===== src/rtl/wb_rr_arbiter2.sv =====
// wb_rr_arbiter2: two-master round-robin arbiter in front of one Wishbone pipelined slave.
// Transfers are single-beat and strictly one at a time. Each transfer runs IDLE -> ISSUE ->
// WAIT -> RESP. When no ack/err arrives in time, the arbiter ends the transfer with an error.
//
// Ports:
//   clk_i, rst_n_i          clock, asynchronous active-low reset
//   m{0,1}_wb_cyc/stb/we_i  master cycle, strobe, write enable
//   m{0,1}_wb_adr/sel/dat_i master word address, byte selects, write data
//   m{0,1}_wb_ack/err_o     one-cycle completion / error pulse to the owning master
//   m{0,1}_wb_stall_o       low only in the cycle that master's request is accepted
//   m{0,1}_wb_dat_o         read data captured from the slave, valid with ack
//   s_wb_cyc/stb/we_o       slave cycle, strobe, write enable
//   s_wb_adr/sel/dat_o      latched address, byte selects, write data
//   s_wb_ack/err/stall_i    slave response and stall
//   s_wb_dat_i              slave read data
module wb_rr_arbiter2 #(
    parameter int unsigned ADDR_WIDTH = 2,
    parameter int unsigned DATA_WIDTH = 32,
    parameter int unsigned TIMEOUT    = 16
) (
    input  logic                    clk_i,
    input  logic                    rst_n_i,
    input  logic                    m0_wb_cyc_i,
    input  logic                    m0_wb_stb_i,
    input  logic [ADDR_WIDTH-1:0]   m0_wb_adr_i,
    input  logic [DATA_WIDTH/8-1:0] m0_wb_sel_i,
    input  logic                    m0_wb_we_i,
    input  logic [DATA_WIDTH-1:0]   m0_wb_dat_i,
    output logic                    m0_wb_ack_o,
    output logic                    m0_wb_err_o,
    output logic                    m0_wb_stall_o,
    output logic [DATA_WIDTH-1:0]   m0_wb_dat_o,
    input  logic                    m1_wb_cyc_i,
    input  logic                    m1_wb_stb_i,
    input  logic [ADDR_WIDTH-1:0]   m1_wb_adr_i,
    input  logic [DATA_WIDTH/8-1:0] m1_wb_sel_i,
    input  logic                    m1_wb_we_i,
    input  logic [DATA_WIDTH-1:0]   m1_wb_dat_i,
    output logic                    m1_wb_ack_o,
    output logic                    m1_wb_err_o,
    output logic                    m1_wb_stall_o,
    output logic [DATA_WIDTH-1:0]   m1_wb_dat_o,
    output logic                    s_wb_cyc_o,
    output logic                    s_wb_stb_o,
    output logic                    s_wb_we_o,
    output logic [ADDR_WIDTH-1:0]   s_wb_adr_o,
    output logic [DATA_WIDTH/8-1:0] s_wb_sel_o,
    output logic [DATA_WIDTH-1:0]   s_wb_dat_o,
    input  logic                    s_wb_ack_i,
    input  logic                    s_wb_err_i,
    input  logic                    s_wb_stall_i,
    input  logic [DATA_WIDTH-1:0]   s_wb_dat_i
);

    localparam int unsigned SelWidth = DATA_WIDTH / 8;
    localparam int unsigned CntWidth = (TIMEOUT > 2) ? $clog2(TIMEOUT) : 1;
    localparam logic [CntWidth-1:0] CntLast = CntWidth'(TIMEOUT - 1);

    typedef enum logic [1:0] {StIdle, StIssue, StWait, StResp} state_e;

    state_e                state_q, state_d;
    logic                  last_q, last_d;    // master granted most recently (1 = m1)
    logic                  owner_q, owner_d;
    logic                  resp_err_q, resp_err_d;
    logic                  we_q, we_d;
    logic [ADDR_WIDTH-1:0] adr_q, adr_d;
    logic [SelWidth-1:0]   sel_q, sel_d;
    logic [DATA_WIDTH-1:0] wdat_q, wdat_d;
    logic [DATA_WIDTH-1:0] rdat_q, rdat_d;
    logic [CntWidth-1:0]   cnt_q, cnt_d;

    logic req0, req1, grant0, grant1, idle;

    always_comb begin
        req0   = m0_wb_cyc_i & m0_wb_stb_i;
        req1   = m1_wb_cyc_i & m1_wb_stb_i;
        // Under contention the master that was not served last wins. Grants are held off
        // while reset is asserted so both masters see stall during reset.
        grant0 = rst_n_i & req0 & (~req1 | last_q);
        grant1 = rst_n_i & req1 & (~req0 | ~last_q);
        idle   = (state_q == StIdle);
    end

    always_comb begin
        state_d    = state_q;
        last_d     = last_q;
        owner_d    = owner_q;
        resp_err_d = resp_err_q;
        we_d       = we_q;
        adr_d      = adr_q;
        sel_d      = sel_q;
        wdat_d     = wdat_q;
        rdat_d     = rdat_q;
        cnt_d      = cnt_q;

        unique case (state_q)
            StIdle: begin
                if (grant0 || grant1) begin
                    owner_d = grant1;
                    last_d  = grant1;
                    we_d    = grant1 ? m1_wb_we_i  : m0_wb_we_i;
                    adr_d   = grant1 ? m1_wb_adr_i : m0_wb_adr_i;
                    sel_d   = grant1 ? m1_wb_sel_i : m0_wb_sel_i;
                    wdat_d  = grant1 ? m1_wb_dat_i : m0_wb_dat_i;
                    cnt_d   = '0;
                    state_d = StIssue;
                end
            end
            StIssue, StWait: begin
                cnt_d = cnt_q + CntWidth'(1);
                // A response only counts once the strobe has been accepted.
                if (state_q == StWait || !s_wb_stall_i) begin
                    if (s_wb_err_i) begin
                        resp_err_d = 1'b1;
                        state_d    = StResp;
                    end else if (s_wb_ack_i) begin
                        resp_err_d = 1'b0;
                        rdat_d     = s_wb_dat_i;
                        state_d    = StResp;
                    end else begin
                        state_d = StWait;
                    end
                end
                if (state_d != StResp && cnt_q == CntLast) begin
                    resp_err_d = 1'b1;
                    state_d    = StResp;
                end
            end
            StResp: begin
                state_d = StIdle;
            end
            default: begin
                state_d = StIdle;
            end
        endcase
    end

    always_ff @(posedge clk_i or negedge rst_n_i) begin
        if (!rst_n_i) begin
            state_q    <= StIdle;
            last_q     <= 1'b1;
            owner_q    <= 1'b0;
            resp_err_q <= 1'b0;
            we_q       <= 1'b0;
            adr_q      <= '0;
            sel_q      <= '0;
            wdat_q     <= '0;
            rdat_q     <= '0;
            cnt_q      <= '0;
        end else begin
            state_q    <= state_d;
            last_q     <= last_d;
            owner_q    <= owner_d;
            resp_err_q <= resp_err_d;
            we_q       <= we_d;
            adr_q      <= adr_d;
            sel_q      <= sel_d;
            wdat_q     <= wdat_d;
            rdat_q     <= rdat_d;
            cnt_q      <= cnt_d;
        end
    end

    always_comb begin
        m0_wb_stall_o = ~(idle & grant0);
        m1_wb_stall_o = ~(idle & grant1);
        // Responses are dropped if the owner has abandoned its cycle.
        m0_wb_ack_o   = (state_q == StResp) & ~owner_q & ~resp_err_q & m0_wb_cyc_i;
        m0_wb_err_o   = (state_q == StResp) & ~owner_q &  resp_err_q & m0_wb_cyc_i;
        m1_wb_ack_o   = (state_q == StResp) &  owner_q & ~resp_err_q & m1_wb_cyc_i;
        m1_wb_err_o   = (state_q == StResp) &  owner_q &  resp_err_q & m1_wb_cyc_i;
        m0_wb_dat_o   = rdat_q;
        m1_wb_dat_o   = rdat_q;
        s_wb_cyc_o    = (state_q == StIssue) | (state_q == StWait);
        s_wb_stb_o    = (state_q == StIssue);
        s_wb_we_o     = we_q;
        s_wb_adr_o    = adr_q;
        s_wb_sel_o    = sel_q;
        s_wb_dat_o    = wdat_q;
    end

endmodule


===== config.mk =====
export PLATFORM = sky130hd
export DESIGN_NAME = wb_rr_arbiter2
export DESIGN_NICKNAME = d
export VERILOG_FILES = /design/src/rtl/wb_rr_arbiter2.sv
export SDC_FILE = /design/constraint.sdc
export NUM_CORES = 1
export LEC_CHECK = 0
export BUFFER_PORTS_ARGS = -buffer_cell sky130_fd_sc_hd__buf_4
export CORE_UTILIZATION = 40
export DETAILED_ROUTE_END_ITERATION = 12
export MAX_ROUTING_LAYER = met4
export PLACE_DENSITY = 0.76
export SYNTH_ARGS = -nofsm -noshare
export SYNTH_HDL_FRONTEND = slang
export SYNTH_SLANG_ARGS = --single-unit

===== constraint.sdc =====
create_clock -name clk_i -period 1.5 [get_ports clk_i]
set_input_delay 0.075 -clock clk_i [delete_from_list [all_inputs] [get_ports clk_i]]
set_output_delay 0.075 -clock clk_i [all_outputs]
set_load 0.01 [all_outputs]

==> results.txt, run 1 <==
Clock-pin slew was measured on the worst setup and hold paths at 0.08 ns. The tools report the kind of capture point of the worst setup path as a flip-flop. For the pin with the worst max-slew slack, the measured transition is 0.5524 ns. The max-cap violation count was 0; the number of optimization iterations in the first detailed-route pass was 6. In this run the remaining antenna-violating nets after routing total 0. The share of synthesized flip-flops with an asynchronous set or reset is 1.000. The max-slew violation total from the final report is 0.

The number of nets in the synthesized netlist is 515. After synthesis the cells add up to 3907 um^2. The final HPWL from detailed placement was 8537 um. The count of final setup violators is 75, and the routed wire length is 15930 um.

Setup repair after global routing could not meet its margin everywhere. The total power came out at 13600 uW. In the final routed layout, each cell accounts on average for 19.36 um.

The number of sinks driven by the clock tree is 80. The number of buffers added on ports is 229. Counting the buffers created by CTS gives 9. On the final layout, the worst hold slack is 0.009222 ns. The number of cells traversed by the worst register-to-register path was 8. Fill cells in the final layout number 528. The total global-route track usage is 0.2549.

The initial antenna violation count is 0. For the worst-skew pair, the clock arrives at the later sink with an insertion delay of 0.34 ns. The floorplan die height was 100.8 um; the number of synthesized flops with an enable pin was 0. The final reports fail on negative setup slack.

Summing all placed instances gives a cell area of 5615 um^2. Ranked by total cell area, the synthesized netlist is headed by sky130_fd_sc_hd__dfrtp_1 (51%), sky130_fd_sc_hd__a21oi_1 (11%), sky130_fd_sc_hd__mux2_2 (8.9%). The number of global-route vias before repair was 4104. Routability-driven placement finished with a final weighted congestion of 0.7658. The period utilization was 1.140. The areal power density over the cells is 1782 nW/um^2, and the iteration-0 DRC count of the detailed router is 184. The first-pass GRT wire length is 19540 um.

The tools report the count of cell types in the netlist as 39. The category of the most critical setup path is flip-flop to flip-flop. The number of H-tree branching levels is 3. For this block, the via count after detailed routing is 4226. The tools report the worst setup margin as -0.2107 ns.

The run gives 0 as the DRC violation count after routing. The clock tree root driver cell is sky130_fd_sc_hd__clkbuf_8. The worst hold path passes through 3 cells. Derived from the worst setup path, the maximum achievable clock frequency is 584.6 MHz. For the peak ir drop on the vdd network, the log shows 0.8910 mV. Of all cell types, the one taking the most synthesized area is sky130_fd_sc_hd__dfrtp_1. In this run the core area contains 35 standard-cell rows. TritonCTS built the clock tree. The number of antenna diodes in the final layout is 0.

In this run the standard cell core region covers 9371 um^2. The part of the Yosys area used for sequential elements came out at 0.5126. Timing analysis after detailed placement gives a worst setup slack of -0.1724 ns.

The die covers 10170 um^2. The proportion of layout cells with a drive suffix above 1 came out at 0.6297. Of all nets on the critical path, the largest fanout is 6. In the synthesized netlist the dominant register cell turns out to be sky130_fd_sc_hd__dfrtp_1. At the worst endpoint, the arrival time is 1.93 ns. Between clock sinks in the finished design, the worst skew comes to 0.01244 ns. STA puts the critical path data required time at 1.72 ns. After detailed routing, the number of vias per cell comes to 5.135. After the last flow step, the layout net total stands at 813. The post-layout instance area is 7630 um^2. For the starting density of the core, the log shows 0.4170.

The total congestion overflow is 0, and the buffer depth of the longest clock path is 2. The post-synthesis cell count is 391. The path class of the tightest hold or removal check is input port to flip-flop. STA classifies the critical path startpoint as a flip-flop. By count the netlist is led by sky130_fd_sc_hd__a21oi_1 (82), sky130_fd_sc_hd__dfrtp_1 (79), sky130_fd_sc_hd__nand2_1 (46).

The total of warnings raised by yosys is 0. In this run the horizontal extent of the chip is 100.8 um. Signed area change from the synthesized netlist to the final layout: 95.26%.

The library cell with the highest instance count after synthesis is sky130_fd_sc_hd__a21oi_1. Synthesis inferred 80 register bits. Adding up every negative setup slack in the final design gives -7.603 ns. The number of hold-slack violations in the final timing report is 0, and the area share of the leading cell type in the synthesized netlist is 0.5059.

For the count of pins on the block boundary, the log shows 230. The flow ran to the end, but the final reports show violations. Averaged over all synthesized cells, the footprint is 9.994 um^2. The minimum clock period after layout was 1.711 ns. The analysis attributes to cell leakage a power of 0.003542 uW. Entering global routing, the biggest net connects 45 pins. The relative slew slack was 0.6318.
-- sequential cells by signal (all words and copies together) (netlist names) --
| name | flops |
|---|---|
| last_q | 1 |
| m0_wb_dat_o | 32 |
| cnt_q | 4 |
| s_wb_sel_o | 4 |
| resp_err_q | 1 |
| s_wb_dat_o | 32 |
| s_wb_we_o | 1 |
| s_wb_adr_o | 2 |
| state_q | 2 |
| owner_q | 1 |
-- worst max-delay path: stages, from the launching register on --
cell                        delay (ns)
sky130_fd_sc_hd__dfrtp_1          0.39
sky130_fd_sc_hd__inv_2            0.12
sky130_fd_sc_hd__ha_4             0.16
sky130_fd_sc_hd__nand2b_4         0.13
sky130_fd_sc_hd__nand3_4          0.07
sky130_fd_sc_hd__nor2_4           0.11
sky130_fd_sc_hd__buf_12           0.15
sky130_fd_sc_hd__clkbuf_16        0.16
sky130_fd_sc_hd__mux2_4           0.31
-- final timing paths --
| check | start | endpoint | slack, ns |
|---|---|---|---|
| max | state_q[0] | m0_wb_dat_o[17] | -0.21 |
| min | m1_wb_dat_i[26] | s_wb_dat_o[26] | 0.009 |
| max reg2reg | state_q[0] | m0_wb_dat_o[17] | -0.21 |
| min reg2reg | last_q | last_q | 0.50 |
| max in group asynchronous | rst_n_i | last_q | 0.57 |
| min in group asynchronous | rst_n_i | resp_err_q | 0.30 |
-- final cells by class --
class	count	area [um^2]	area share
repair buffers	342	3050	0.3998
clock inverters	6	45.04	0.005904
inverters	7	28.78	0.003772
multi-input cells	249	2212	0.2899
clock buffers	10	127.6	0.01673
well taps	129	161.4	0.02115
flip-flops and latches	80	2004	0.2627
-- what timing repair did --
item / 4_1_cts / 5_1_grt
hold buffers: 72 / 4
pin swaps: 2 / 14
endpoints found under the setup margin: 41 / 85
gates resized for setup: 13 / 194
buffers inserted: 4 / 4
cloned: 0 / 10
endpoints found under the hold margin: 105 / 4
-- per-layer routing --
layer / track usage / vias to the layer above / wire [um]
li1: - / 1897 / -
met1: 0.2657 / 2059 / 5828
met2: 0.4758 / 227 / 8635
met3: 0.04577 / 43 / 990
met4: 0.09699 / 0 / 478
met5: - / - / 0
-- where the power goes --
part | total, uW | switching, uW | internal [uW]
registers | 4410 | 1140 | 3270
clock network | 1440 | 835 | 608
logic | 7750 | 3320 | 4420
-- cells by family after synthesis --
family / share of synthesized area
adder cells (fa/ha/maj): 0.01601
AO/OA/AOI/OAI: 0.1383
AND/OR/NAND/NOR: 0.1246
buffers and inverters: 0.1162
multiplexers: 0.09222
flip-flops: 0.5127
-- cell usage in the layout, fill, tap and decap left out, types with 5 or more instances in the layout --
master                          instances
sky130_fd_sc_hd__a21oi_1               22
sky130_fd_sc_hd__a21oi_2               52
sky130_fd_sc_hd__a21oi_4                9
sky130_fd_sc_hd__buf_12                10
sky130_fd_sc_hd__buf_4                239
sky130_fd_sc_hd__buf_6                  8
sky130_fd_sc_hd__clkbuf_16              7
sky130_fd_sc_hd__clkbuf_8               9
sky130_fd_sc_hd__dfrtp_1               78
sky130_fd_sc_hd__dlygate4sd3_1         76
sky130_fd_sc_hd__mux2_2                 5
sky130_fd_sc_hd__mux2_4                27
sky130_fd_sc_hd__nand2_1               44
sky130_fd_sc_hd__nor2_1                 5
sky130_fd_sc_hd__nor2_2                 7
sky130_fd_sc_hd__nor2_4                33
-- metrics by stage --
stage	util	std cells
after floorplan	-	391
after global placement	0.5992	714
after detailed placement	0.5992	714
after CTS	0.7029	805
after global routing	0.8142	823
final	0.8142	823
Power figures use the tool's default switching activity.
==> run 2, diff against run 1 <==
--- a/config.mk
+++ b/config.mk
@@ -8,8 +8,7 @@
 export BUFFER_PORTS_ARGS = -buffer_cell sky130_fd_sc_hd__buf_4
 export CORE_UTILIZATION = 40
 export DETAILED_ROUTE_END_ITERATION = 12
-export MAX_ROUTING_LAYER = met4
-export PLACE_DENSITY = 0.76
+export PLACE_DENSITY = 0.75
 export SYNTH_ARGS = -nofsm -noshare
 export SYNTH_HDL_FRONTEND = slang
 export SYNTH_SLANG_ARGS = --single-unit
==> run 2 against run 1 <==
Net effect:
- the run ends with negative hold slack, negative setup slack left
- non-clock buffer count grew 6
- largest power group unchanged
- critical endpoint is now m0_wb_dat_o[12]
- clock skew grew 0.0038 ns
- first-iteration DRC count is 32% lower
- sequential share of layout area up 0.17 points
- core utilization decreased by 0.53 points
- die area unchanged
==> results.txt, run 2 (synthesized netlist as in run 1, its figures left out) <==
The tools report the count of pins on the block boundary as 230 (unchanged). The internal power summed over all cells came out at 8266 uW (-0.39%). The startpoint identified for the worst register-to-register timing path is state_q[1]. The top layer used by detailed routing is met4. The portion of total power attributed to sequential cells was 0.314 (-0.010); the DRC violation count after routing was 0 (unchanged). The arrival time of data at the critical path endpoint is 1.93 ns (about the same). The total number of vias is 4271 (+1.1%), and the antenna violation net count after detailed routing is 0 (unchanged).

The count of final setup violators is 51 (-32%). The number of global-route vias before repair was 4066 (-0.93%). Proportion of layout cells with a drive suffix above 1: 0.5757 (-0.05397). The run gives 0.8036 (+4.9%) as the final weighted congestion of routability-driven global placement. Walking the worst path, the cells encountered are inv_2 -> ha_4 -> nand3_4 -> nor2_4 -> buf_12 -> clkbuf_16 -> mux2_4.

The minimum clock period after layout was 1.702 ns (-0.008752 ns); the clock network power share was 0.128 (+0.022). The floorplan die height is 100.8 um (unchanged). Leaving out fill and tap cells, the most frequent cell in the layout is sky130_fd_sc_hd__buf_4. The hold path endpoint is s_wb_sel_o[3]. For the achievable clock frequency, the log shows 587.6 MHz (+0.51%). In this run the clock root is driven by a sky130_fd_sc_hd__clkbuf_8. The measured slew at the worst slew-check pin came out at 0.6437 ns (+0.09134 ns).

The switching part of the total was 0.3801 (-0.009618); the number of buffers added on ports was 229 (unchanged). The combinational group share of total power is 0.557 (-0.013). The minimum setup slack after placement is -0.1546 ns (+0.01784 ns), and the area of the die is 10170 um^2 (unchanged). Floorplan die width: 100.8 um (unchanged). The logs give 2004 um^2 (unchanged) for the footprint of the flip-flops and latches and 0 (unchanged) for the initial antenna violation count.

The clock insertion delay at the later pin of the skew report is 0.35 ns (about the same). The total leakage power was 0.003602 uW (+1.7%). The relative slew slack is 0.5694 (-0.06231), and the maximum number of pins on one net before global-route repair is 40 (-11%). The run gives 1.73 ns (about the same) as the required time reported for the critical path endpoint. For the total global-route track usage, the log shows 0.2573 (+0.002405). Signed area change from the synthesized netlist to the final layout: 93.98%.

The flow ran to the end, but the final reports show violations. Kind of capture point of the worst setup path: a flip-flop. The clock-pin slew reported for the worst setup and hold paths after clock tree synthesis was 0.09 ns (about the same). The tools report the number of standard-cell rows in the floorplan as 35 (unchanged). Setup repair after global routing could not meet its margin everywhere. The total negative slack was -4.871 ns (+2.732 ns). The first-pass GRT wire length came out at 19940 um (+2.1%). TritonCTS built the clock tree. The number of optimization iterations in the first detailed-route pass was 4 (-2). The max-slew violation total from the final report was 0 (unchanged); the areal power density over the cells was 1759 nW/um^2 (-1.3%). The logs give 0 (unchanged) for the max-cap violation count and 0 (unchanged) for the total congestion overflow.

Number of sinks driven by the clock tree: 80 (unchanged). Launch instance of the worst min-delay path: m1_wb_sel_i[3]. In the layout the commonest cells are sky130_fd_sc_hd__buf_4 (240), sky130_fd_sc_hd__dfrtp_1 (78), sky130_fd_sc_hd__dlygate4sd3_1 (76).

The area used by multi-input combinational logic came out at 2041 um^2 (-7.7%). For the final HPWL from detailed placement, the log shows 8446 um (-1.1%). Cell with the biggest individual delay on the critical path: sky130_fd_sc_hd__dfrtp_2.

The iteration-0 DRC count of the detailed router is 126 (-32%), and the amount of wire on met3 after detailed routing is 1076 um (+8.7%). For the number of hold-slack violations in the final timing report, the log shows 1 (+1). The tools report the met1 wire length as 5877 um (+0.84%). The buffer depth of the longest clock path is 2 (unchanged).

The number of CTS-inserted buffers was 9 (unchanged); the final-stage net count was 819 (+0.74%). The worst setup margin is -0.2019 ns (+0.008752 ns), and the count of cells along the worst hold path is 3 (unchanged). The number of H-tree branching levels is 3 (unchanged), and the routed length on met2 is 8981 um (+4.0%).

The core area was 9371 um^2 (unchanged). The starting density of the core is 0.4170 (unchanged). The startpoint type of the worst setup path was a flip-flop. The routed wire length was 16670 um (+4.6%); the maximum fanout along the worst path was 5 (-1). The detailed-route vias per instance works out to 5.152 (+0.33%). The checks that failed: negative hold slack, negative setup slack. The worst hold path belongs to the class input port to flip-flop.

The power dissipated by switching net loads is 5068 uW (-4.4%). Clock skew: 0.01627 ns (+0.003831 ns). The logs give -0.20 ns (about the same) for the worst reg-to-reg setup slack and 540 (+2.3%) for the number of inserted filler cells in the final layout. By startpoint and endpoint, the worst setup path is classified as flip-flop to flip-flop. The critical path's largest stage delay is 0.41 ns (+0.02 ns).

Tracing the worst setup path back leads to its startpoint at state_q[1]. The peak ir drop on the vdd network was 0.9497 mV (+6.6%); the number of cells traversed by the worst register-to-register path was 7 (-1). The worst register-to-register path ends at m0_wb_dat_o[12]. The average wire length per cell after detail routing was 20.11 um (+3.9%). The worst hold-check slack was -0.003298 ns (-0.01252 ns); the diode insertion count for antenna repair was 0 (unchanged).

The period utilization works out to 1.135 (-0.005835).
run 2: worst max path at each step:
stage | end | cells past startpoint
6_report | m0_wb_dat_o[12] | 7
5_1_grt | m0_wb_dat_o[12] | 8
4_1_cts | m0_wb_dat_o[9] | 7
3_5_place_dp | m0_wb_dat_o[9] | 6
3_3_place_gp | m0_wb_dat_o[14] | 6
2_1_floorplan | m0_wb_dat_o[10] | 6
run 2: layout make-up:
cell class / count / area share
clock buffer: 11 / 0.01997
inverter: 7 / 0.003797
tap: 129 / 0.02129
timing repair buffer: 348 / 0.4128
clock inverter: 5 / 0.008419
sequential: 80 / 0.2644
multi-input combinational: 249 / 0.2692
run 2: critical path: cells and delay by family, from the launching register on:
family	cells	cell delay, ns
buf+inv	3	0.37
simple gates	2	0.22
fa+ha+maj	1	0.28
mux	1	0.32
flops	1	0.41
run 2: through the flow:
| stage | area (um^2) | utilization | hold WS (ns) | cells | power (uW) |
|---|---|---|---|---|---|
| 2_1_floorplan | 3950 | - | -0.2206 | 391 | 7227 |
| 3_3_place_gp | 5615 | 0.5992 | -0.07169 | 715 | 9691 |
| 3_5_place_dp | 5615 | 0.5992 | -0.06795 | 715 | 9872 |
| 4_1_cts | 6703 | 0.7152 | 0.005964 | 812 | 12090 |
| 5_1_grt | 7580 | 0.8088 | -0.001829 | 829 | 14000 |
| 6_report | 7580 | 0.8088 | -0.003298 | 829 | 13330 |
run 2: routing by layer:
metal / vias up / global-route usage
li1: 1911 / -
met5: - / 0
met4: 0 / 0.1048
met3: 58 / 0.05270
met1: 2072 / 0.2727
met2: 230 / 0.4932
run 2: power groups by stage:
| stage | clock (uW) | sequential (uW) | combinational (uW) |
|---|---|---|---|
| detailed placement | 0 | 4080 | 5790 |
| CTS | 1710 | 4060 | 6310 |
| global route | 1810 | 4310 | 7890 |
| finish | 1710 | 4190 | 7430 |
| global placement | 0 | 4030 | 5660 |
| floorplan | 0 | 4420 | 2800 |
run 2: timing repair:
item	4_1_cts	5_1_grt
hold buffers	74	2
pin swaps	2	42
endpoints found under the hold margin	150	2
setup buffers	7	6
gates resized for setup	20	134
gates cloned	0	11
endpoints found under the setup margin	47	84
==> run 3, diff against run 2 <==
--- a/config.mk
+++ b/config.mk
@@ -5,6 +5,7 @@
 export SDC_FILE = /design/constraint.sdc
 export NUM_CORES = 1
 export LEC_CHECK = 0
+export ABC_AREA = 1
 export BUFFER_PORTS_ARGS = -buffer_cell sky130_fd_sc_hd__buf_4
 export CORE_UTILIZATION = 40
 export DETAILED_ROUTE_END_ITERATION = 12
==> run 3 against run 2 <==
Net effect:
- the flow now finishes without violations
- count of clock-buffer cells in the layout grew 2
- clock skew shrank 0.0090 ns
- sequential cell count is the same
- core utilization shrank 9.6 points
- fmax grew 15%
- area after synthesis grew 2.7%
- clock power shrank 6%
- non-clock buffer count shrank 14
- highest routed layer unchanged
==> results.txt, run 3 <==
The tools report the worst setup margin as 0.01663 ns (+0.2185 ns). Minimum setup slack after placement: -0.002543 ns (+0.1520 ns). The count of pins on the block boundary is 230 (unchanged), and the max-slew violation total from the final report is 0 (unchanged). For the core area, the log shows 9729 um^2 (+3.8%). The average wire length per cell after detail routing was 16.04 um (-20%).

Total global-route track usage: 0.2688 (+0.01145). Clock insertion delay at the later pin of the skew report: 0.35 ns (about the same). In the synthesized netlist the dominant register cell turns out to be sky130_fd_sc_hd__dfrtp_1. The DRC violation count after routing was 0 (unchanged); the detailed-route vias per instance was 5.025 (-2.5%). The signed area change from the synthesized netlist to the final layout is 72.89%. Commonest non-fill, non-tap cell in the layout: sky130_fd_sc_hd__buf_4.

The run gives 877 (+7.1%) as the final-stage net count. For the number of CTS-inserted buffers, the log shows 9 (unchanged). For the total number of vias, the log shows 4477 (+4.8%). Cell area after synthesis: 4011 um^2 (+2.7%).

STA classifies the critical path endpoint as an output port. The worst setup path is launched from a flip-flop. The areal power density over the cells is 1670 nW/um^2 (-5.1%), and the first-pass GRT wire length is 21290 um (+6.8%).

The tightest min-delay check is of the input port to flip-flop type. TritonCTS built the clock tree. The minimum clock period after layout is 1.483 ns (-0.2185 ns). The tools report the count of final setup violators as 0 (-100%).

The count of cell types in the netlist is 29 (-26%). The cell sitting at the root of the clock tree is a sky130_fd_sc_hd__clkbuf_8. Among all cell types in the netlist, the one instantiated most often is sky130_fd_sc_hd__dfrtp_1.

The post-synthesis cell count was 466 (+19%); the number of global-route vias before repair was 4396 (+8.1%). The logs give 80 (+100%) for the maximum number of pins on one net before global-route repair and 36 (+2.9%) for the number of standard-cell rows in the floorplan. The total leakage power was 0.003465 uW (-3.8%).

The relative slew slack is 0.7174 (+0.1480). The library cells used most frequently in the layout, excluding fill and tap cells, are sky130_fd_sc_hd__buf_4 (239), sky130_fd_sc_hd__dlygate4sd3_1 (82), sky130_fd_sc_hd__dfrtp_1 (79). For the routed length on met2, the log shows 7290 um (-19%). Number of synthesized flops with an enable pin: 0 (unchanged). The total congestion overflow is 0 (unchanged). The mean cell area of the mapped netlist is 8.608 um^2 (-14%). The required time reported for the critical path endpoint was 1.42 ns (-0.31 ns); the number of hold-slack violations in the final timing report was 0 (-1).

The floorplan die width is 102.1 um (+1.3%), and the amount of wire on met3 after detailed routing is 1287 um (+20%). The largest area contributor in the netlist was sky130_fd_sc_hd__dfrtp_1. For the final weighted congestion of routability-driven global placement, the log shows 0.8009 (-0.34%). The iteration-0 DRC count of the detailed router is 138 (+9.5%). The met1 wire length is 5275 um (-10%), and the number of buffers added on ports is 229 (unchanged).

The period utilization is 0.9889 (-0.1457), and the area share of the leading cell type in the synthesized netlist is 0.4928 (-0.01310). The routed wire length is 14290 um (-14%), and the area of the die is 10430 um^2 (+2.6%). The run gives 674.1 MHz (+15%) as the achievable clock frequency.

The maximum fanout along the worst path is 5 (unchanged). The share of synthesized flip-flops with an asynchronous set or reset came out at 1.000 (unchanged). The proportion of layout cells with a drive suffix above 1 was 0.4011 (-0.1747).

The measured slew at the worst slew-check pin was 0.4239 ns (-0.2198 ns); the final HPWL from detailed placement was 8744 um (+3.5%). The run gives 0.01052 ns (+0.01381 ns) as the worst hold-check slack. The count of state elements after synthesis was 80 (unchanged).

The tools report the buffer depth of the longest clock path as 2 (unchanged). The clock-pin slew reported for the worst setup and hold paths after clock tree synthesis works out to 0.08 ns (about the same). The commonest cells after synthesis are sky130_fd_sc_hd__dfrtp_1 (79), sky130_fd_sc_hd__a21oi_1 (61), sky130_fd_sc_hd__nand2_1 (53). Setup repair after global routing could not meet its margin everywhere. The total of warnings raised by yosys is 0 (unchanged). The max-cap violation count is 0 (unchanged). After synthesis, the cell types taking the most area are sky130_fd_sc_hd__dfrtp_1 (49%), sky130_fd_sc_hd__a21oi_1 (7.6%), sky130_fd_sc_hd__nand3_1 (6.5%). The run gives 0.007241 ns (-0.009027 ns) as the clock skew.

The number of optimization iterations in the first detailed-route pass was 5 (+1); the floorplan die height was 102.1 um (+1.3%). The tools report the number of H-tree branching levels as 3 (unchanged). The number of nets in the synthesized netlist was 590 (+15%).

The detailed router used layers up to and including met4. The run gives 0.4123 (-0.004662) as the starting density of the core. The diode insertion count for antenna repair was 0 (unchanged). The critical path in this run is classified as flip-flop to output port. For the part of the Yosys area used for sequential elements, the log shows 0.4994 (-0.01327). The tools report the antenna violation net count after detailed routing as 0 (unchanged). The run finished with clean final reports.

Peak ir drop on the vdd network: 0.9144 mV (-3.7%). The arrival time of data at the critical path endpoint is 1.41 ns (-0.52 ns), and the initial antenna violation count is 0 (unchanged). For the number of sinks driven by the clock tree, the log shows 80 (unchanged).
==> run 3: cell count changes in the layout (fill, tap and decap cells not counted), moves of 6 or more <==
cell / change
sky130_fd_sc_hd__o21ai_1: +6
sky130_fd_sc_hd__inv_1: +37
sky130_fd_sc_hd__clkbuf_16: -8
sky130_fd_sc_hd__nand3_1: +46
sky130_fd_sc_hd__a21oi_1: +34
sky130_fd_sc_hd__buf_6: -10
sky130_fd_sc_hd__a21oi_4: -18
sky130_fd_sc_hd__nand2_1: +7
sky130_fd_sc_hd__mux2_4: -29
sky130_fd_sc_hd__o21ai_0: +24
sky130_fd_sc_hd__a21oi_2: -21
sky130_fd_sc_hd__dlygate4sd3_1: +6
==> run 3: through the flow <==
step	cell area, um^2	power (uW)	std cells	utilization	setup TNS [ns]
6_report	6935	11580	891	0.7128	0
5_1_grt	6935	12380	891	0.7128	-0.1856
4_1_cts	6859	11440	889	0.7050	-0.01139
3_5_place_dp	5714	9433	788	0.5873	-0.002543
3_3_place_gp	5714	9232	788	0.5873	0
2_1_floorplan	4014	6806	466	-	0
==> run 3: metal layers <==
metal	vias up	GRT usage
met1	2088	0.3133
met4	0	0.1220
met3	41	0.05746
met2	277	0.4734
li1	2071	-
met5	-	0
==> run 3: critical path, stage by stage, from the launching register on <==
cell                      delay [ns]
sky130_fd_sc_hd__dfrtp_1        0.43
sky130_fd_sc_hd__inv_2          0.08
sky130_fd_sc_hd__ha_4           0.26
sky130_fd_sc_hd__buf_4          0.15
sky130_fd_sc_hd__buf_4          0.15
==> run 3: repair_timing <==
action                     4_1_cts  5_1_grt
pin swaps                        1        3
hold endpoints to repair       143        1
gates resized for setup         14       16
hold buffers                    81        1
cloned                           2        1
buffers inserted                 2        0
setup endpoints to repair       12       38
==> run 3: final timing paths <==
kind	from	endpoint	cells past startpoint	slack (ns)
setup / recovery	state_q[1]	s_wb_cyc_o	4	0.02
hold / removal	m0_wb_dat_i[1]	s_wb_dat_o[1]	3	0.01
setup reg to reg	state_q[1]	s_wb_dat_o[21]	6	0.05
hold reg to reg	cnt_q[0]	cnt_q[0]	1	0.51
max in group asynchronous	rst_n_i	s_wb_dat_o[14]	3	0.67
min in group asynchronous	rst_n_i	last_q	2	0.38
==> run 3: cell families after synthesis <==
group           share of synthesized area
fa+ha+maj                         0.01560
buf+inv                            0.1413
flops                              0.4994
xor+xnor                         0.002184
mux                              0.002495
simple gates                       0.1778
compound gates                     0.1613
==> run 3: report_power, final <==
part	internal (uW)	switching, uW
logic	3100	2870
registers	3210	796
clock network	857	753
total	7160	4420
==> run 3: final cells by class <==
cell class                 count  area (um^2)
tap                          133        166.4
fill                         727         2794
inverter                      45        173.9
clock buffer                  13        158.9
timing repair buffer         334         2879
multi-input combinational    283         1514
clock inverter                 3        40.04
sequential                    80         2003
